==> config.mk <==
export PLATFORM = sky130hd
export DESIGN_NAME = score_display_mux
export DESIGN_NICKNAME = d
export VERILOG_FILES = /design/src/rtl/score_display_mux_pkg.sv /design/src/rtl/score_display_mux_bcd_to_7seg.sv /design/src/rtl/score_display_mux.sv
export SDC_FILE = /design/constraint.sdc
export NUM_CORES = 1
export LEC_CHECK = 0
export CAP_MARGIN = 40
export CORE_UTILIZATION = 52
export CTS_BUF_LIST = sky130_fd_sc_hd__clkbuf_16
export DETAILED_ROUTE_END_ITERATION = 10
export PLACE_DENSITY = 0.84
export SYNTH_ARGS = -nofsm -noshare
export SYNTH_HDL_FRONTEND = slang
export SYNTH_SLANG_ARGS = --single-unit
==> constraint.sdc <==
create_clock -name clk -period 5.45 [get_ports clk]
set_input_delay 1.09 -clock clk [delete_from_list [all_inputs] [get_ports clk]]
set_output_delay 1.09 -clock clk [all_outputs]
set_load 0.05 [all_outputs]
==> src/rtl/score_display_mux_pkg.sv <==
// Shared constants for the score display: active-low 7-segment patterns {g,f,e,d,c,b,a}.
// Used by the decoder and by the blanking logic in the top.
package score_display_mux_pkg;

   localparam logic [6:0] SEG_BLANK = 7'h7F;
   localparam logic [6:0] SEG_DASH  = 7'h3F;

   localparam logic [6:0] SEG_0 = 7'h40;
   localparam logic [6:0] SEG_1 = 7'h79;
   localparam logic [6:0] SEG_2 = 7'h24;
   localparam logic [6:0] SEG_3 = 7'h30;
   localparam logic [6:0] SEG_4 = 7'h19;
   localparam logic [6:0] SEG_5 = 7'h12;
   localparam logic [6:0] SEG_6 = 7'h02;
   localparam logic [6:0] SEG_7 = 7'h78;
   localparam logic [6:0] SEG_8 = 7'h00;
   localparam logic [6:0] SEG_9 = 7'h10;

endpackage

==> src/rtl/score_display_mux_bcd_to_7seg.sv <==
// Combinational BCD to active-low 7-segment decoder; non-BCD codes show a dash.
module bcd_to_7seg
   import score_display_mux_pkg::*;
(
   input  logic [3:0] bcd,
   output logic [6:0] seg
);

   always_comb begin
      // NOTE: default assignment first so no path through the case can infer a latch.
      seg = SEG_DASH;
      case (bcd)
         4'd0: seg = SEG_0;
         4'd1: seg = SEG_1;
         4'd2: seg = SEG_2;
         4'd3: seg = SEG_3;
         4'd4: seg = SEG_4;
         4'd5: seg = SEG_5;
         4'd6: seg = SEG_6;
         4'd7: seg = SEG_7;
         4'd8: seg = SEG_8;
         4'd9: seg = SEG_9;
         default: seg = SEG_DASH;
      endcase
   end

endmodule

==> src/rtl/score_display_mux.sv <==
// Time-multiplexed common-anode score display with per-frame digit latching and
// anode blanking at slot start. Optional macro LEADING_ZERO_BLANK_EN blanks leading zeros.
module score_display_mux
   import score_display_mux_pkg::*;
#(
   parameter int DIGITS    = 4,
   parameter int SCAN_DIV  = 12,
   parameter int BLANK_CYC = 4
) (
   input  logic                  clk,
   input  logic                  clr,
   input  logic                  en,
   input  logic [4*DIGITS-1:0]   digits_bcd,
   output logic [6:0]            seg,
   output logic [DIGITS-1:0]     an,
   output logic                  frame_tick
);

   localparam int IW = (DIGITS > 1) ? $clog2(DIGITS) : 1;

   logic [SCAN_DIV-1:0] p;
   logic [IW-1:0]       idx;
   logic [4*DIGITS-1:0] shadow;

   logic                p_max;
   logic                idx_last;
   logic                lit;
   logic                blank_digit;
   logic [3:0]          cur_digit;
   logic [6:0]          dec_seg;
   logic [DIGITS-1:0]   an_next;

   assign p_max     = &p;
   assign idx_last  = (idx == IW'(DIGITS - 1));
   assign lit       = (p >= SCAN_DIV'(BLANK_CYC));
   assign cur_digit = shadow[4*int'(idx) +: 4];

   bcd_to_7seg u_dec (
      .bcd (cur_digit),
      .seg (dec_seg)
   );

`ifdef LEADING_ZERO_BLANK_EN
   // lz[k] is set when digit k and every digit above it are zero.
   logic [DIGITS-1:0] lz;
   always_comb begin
      lz = '0;
      lz[DIGITS-1] = (shadow[4*DIGITS-1 -: 4] == 4'd0);
      for (int k = DIGITS - 2; k >= 0; k--) begin
         lz[k] = lz[k+1] && (shadow[4*k +: 4] == 4'd0);
      end
   end
   assign blank_digit = (idx != '0) && lz[idx];
`else
   assign blank_digit = 1'b0;
`endif

   always_comb begin
      an_next = '1;
      if (lit) an_next[idx] = 1'b0;
   end

   // NOTE: all state uses non-blocking assignments so every register sees pre-edge values.
   always_ff @(posedge clk) begin
      if (clr) begin
         p          <= '0;
         idx        <= '0;
         shadow     <= '0;
         seg        <= SEG_BLANK;
         an         <= '1;
         frame_tick <= 1'b0;
      end else if (en) begin
         p          <= p + 1'b1;
         frame_tick <= p_max && idx_last;
         if (p_max) begin
            if (idx_last) begin
               idx    <= '0;
               shadow <= digits_bcd;
            end else begin
               idx    <= idx + 1'b1;
            end
         end
         an  <= an_next;
         seg <= (lit && !blank_digit) ? dec_seg : SEG_BLANK;
      end else begin
         frame_tick <= 1'b0;
      end
   end

endmodule

==> metrics.txt <==
outcome=completed; Worst Max-Slew Pin Slew=0.732 ns; Yosys reg bits=42; DR DRC count=0; Warnings, synthesis=0; Net Sw Frac=20.8%; final total power=0.619 mW; peak supply drop=0.149 mV; total vias in the final route=1,655; Worst Skew=0.00552 ns; critical path class=in -> reg; Total Routed Length=3990 um; most common cell after layout, fill and taps aside=sky130_fd_sc_hd__dfxtp_1; Mapped Area=2030 sq um; diodes inserted=0; Total Neg Setup Slack=0 ns; total number of placement rows=22; starting utilization of the core area=54.9%; clock-pin slew on the worst setup and hold paths=0.06 ns; Reg2Reg Launch Point=idx[0]; Wirelength per Cell=13.2 um; estimated wirelength of the detail-placed design=2610 um; count of port buffers added during placement=30; die span in x=64.4 um; global-route usage over all layers=22.7%; top cells by area, synth=sky130_fd_sc_hd__dfxtp_1 42%, sky130_fd_sc_hd__ha_1 6.8%, sky130_fd_sc_hd__a21oi_1 5.9%; synthesis-to-layout area growth=21.6%; number of buffers inserted for hold repair after clock tree synthesis=0; post-route minimum period=3.07 ns; cell type contributing the most total cell area after synthesis=sky130_fd_sc_hd__dfxtp_1; synth unique cells=39; area of the placeable core=3690 sq um; buffers from clock root to sink, at most=2; postcts setup bufs=0; Clock Root Buffer=sky130_fd_sc_hd__clkbuf_16; post-layout instance count excluding filler cells=301; vias in the first global route=1,618; number of search-and-repair iterations in the first detailed-routing pass=4; FMAX=325 MHz; CP Capture Point=shadow[1]; Max FO, Critical Path=21; reg2reg end=seg[3]; sequential element share of the synthesized area=41.5%; setup slack, reg-to-reg=3.33 ns; worst min path class=reg -> reg; Vert. Die Dim=64.4 um; setup repair after global routing missed its margin=no; pins over their slew limit=0; GP Congestion=0.800; final critical-path setup slack=2.38 ns; overflow left after global routing=0; Clock Power Share=44.8%; average footprint of a synthesized cell=8.88 sq um; nets in the synthesized netlist=258; Sink Count=42; CTS tree=done; Max transition margin=51.0%; first-pass GRT wire length=7260 um; nature of the critical path startpoint=primary input; arrival time at the worst endpoint=3.23 ns; top library cells by usage in the layout, fill and taps aside=42 x sky130_fd_sc_hd__dfxtp_1, 30 x sky130_fd_sc_hd__clkdlybuf4s50_1, 24 x sky130_fd_sc_hd__a21oi_1, 24 x sky130_fd_sc_hd__nand3_1, 20 x sky130_fd_sc_hd__nor2_1; area share of the largest cell type after synthesis=41.5%; start point of the critical path=en; number of setup violations in the final report=0; share of power burned in combinational logic=4.8%; count of routing violations after the opening detailed-route iteration=117; leak pwr=0.865 nW; Die Footprint=4150 sq um; Clk Latency, worst-skew pair=0.28 ns; number of filler instances in the final layout=325; worst hold path startpoint=shadow[0]; number of failing hold endpoints at the final stage=0; Tcrit/Tclk final=56.4%; area of combinational cells with multiple inputs=1070 sq um; gate count of the mapped netlist=228; proportion of layout cells with a drive suffix above 1=5.53%; internal cell power=0.490 mW; count of placed standard cells including taps=293; quantity of gates resized following cts=0; Critical Path Sink Type=flop; TritonCTS Buffers=5; Switching Power=0.129 mW; H-Tree Depth=2; Top-Level Pins=31; vias per inst=5.50; nets=282; max capacitance violation total=0; Worst Reg-to-Reg Cells=6; initial antenna violation count=0; antenna-violating nets left=0; sequential share of power=50.3%; Place WS=2.09 ns; area used by sequential logic in the layout=841 sq um; PD cells=251 nW/um^2; required time at the worst-slack endpoint=5.60 ns; pin count of the biggest net entering global routing=40
layer usage:
layer  up-vias  routed length, um  global-route usage (%)
met5         -                  0                       0
met4         0                 31                    10.8
met3         4                177                    4.23
met2        49               1880                    35.3
met1       748               1900                    30.2
li1        854                  -                       -
worst max-delay path: stages:
cell and delay, ns:
sky130_fd_sc_hd__clkdlybuf4s50_1 0.94, sky130_fd_sc_hd__and3_1 0.36, sky130_fd_sc_hd__nand3_1 0.41, sky130_fd_sc_hd__o21ai_0 0.32, sky130_fd_sc_hd__a21oi_1 0.10
stage by stage:
| stage | utilization, % | hold WS, ns | area (sq um) |
|---|---|---|---|
| 3_3_place_gp | 62.9 | 0.451 | 2320 |
| 5_1_grt | 66.8 | 0.490 | 2460 |
| 4_1_cts | 66.8 | 0.474 | 2460 |
| 6_report | 66.8 | 0.474 | 2460 |
| 2_1_floorplan | - | 0.449 | 2030 |
| 3_5_place_dp | 63.1 | 0.466 | 2330 |
registers in the layout, summed over array words and instances, names as in the netlist:
register,cells
seg,7
an,4
shadow,16
p,12
frame_tick,1
idx,2
power groups by stage:
stage	Combinational [mW]	Clock [mW]	Sequential, mW
after floorplan	0.0117	0	0.319
after global placement	0.0294	0	0.318
after detailed placement	0.0296	0	0.318
after CTS	0.0299	0.284	0.311
after global routing	0.0326	0.295	0.312
final	0.0298	0.278	0.312
synth_stat cells (all sizes together):
cell type / n
inv: 10
nand4: 3
nand3: 24
ha: 11
mux4: 4
xor2: 6
o2111ai: 1
o31a: 1
nor4: 4
mux2i: 2
nand2: 4
clkbuf: 8
o2bb2ai: 1
buf: 7
xnor2: 5
or2: 3
nand3b: 2
a31oi: 3
and3: 3
dfxtp: 42
nor2: 20
and4bb: 1
o221ai: 2
o21a: 1
a21o: 1
o211ai: 2
and4: 2
a21oi: 25
nor2b: 2
nor3: 6
and2: 2
o21ai: 20
layout make-up:
| cell class | count | area share, % |
|---|---|---|
| Multi-Input combinational cell | 161 | 43.5 |
| Sequential cell | 42 | 34.1 |
| Timing Repair Buffer | 32 | 12.8 |
| Clock buffer | 5 | 5.08 |
| Tap cell | 48 | 2.44 |
| Inverter | 10 | 1.52 |
| Clock inverter | 3 | 0.508 |
logic make-up (layout without fill, tap and decap cells):
group | after synthesis | in the layout | synth area share, %
AOI/OAI and AO/OA | 57 | 57 | 16.2
xor gates and xnor gates | 11 | 11 | 4.76
adders and majority gates | 11 | 11 | 6.79
buffers and inverters | 25 | 50 | 5.56
DFF | 42 | 42 | 41.5
muxes | 6 | 6 | 5.62
and+or+nand+nor | 76 | 76 | 19.6
worst min-delay path by stage:
stage                     cells after the start    endpoint
final                                         2   shadow[0]
after CTS                                     2  shadow[15]
after detailed placement                      2  shadow[15]
after global placement                        2       an[3]
after floorplan                               2   shadow[4]
after global routing                          2       an[3]
Power figures use the tool's default switching activity.
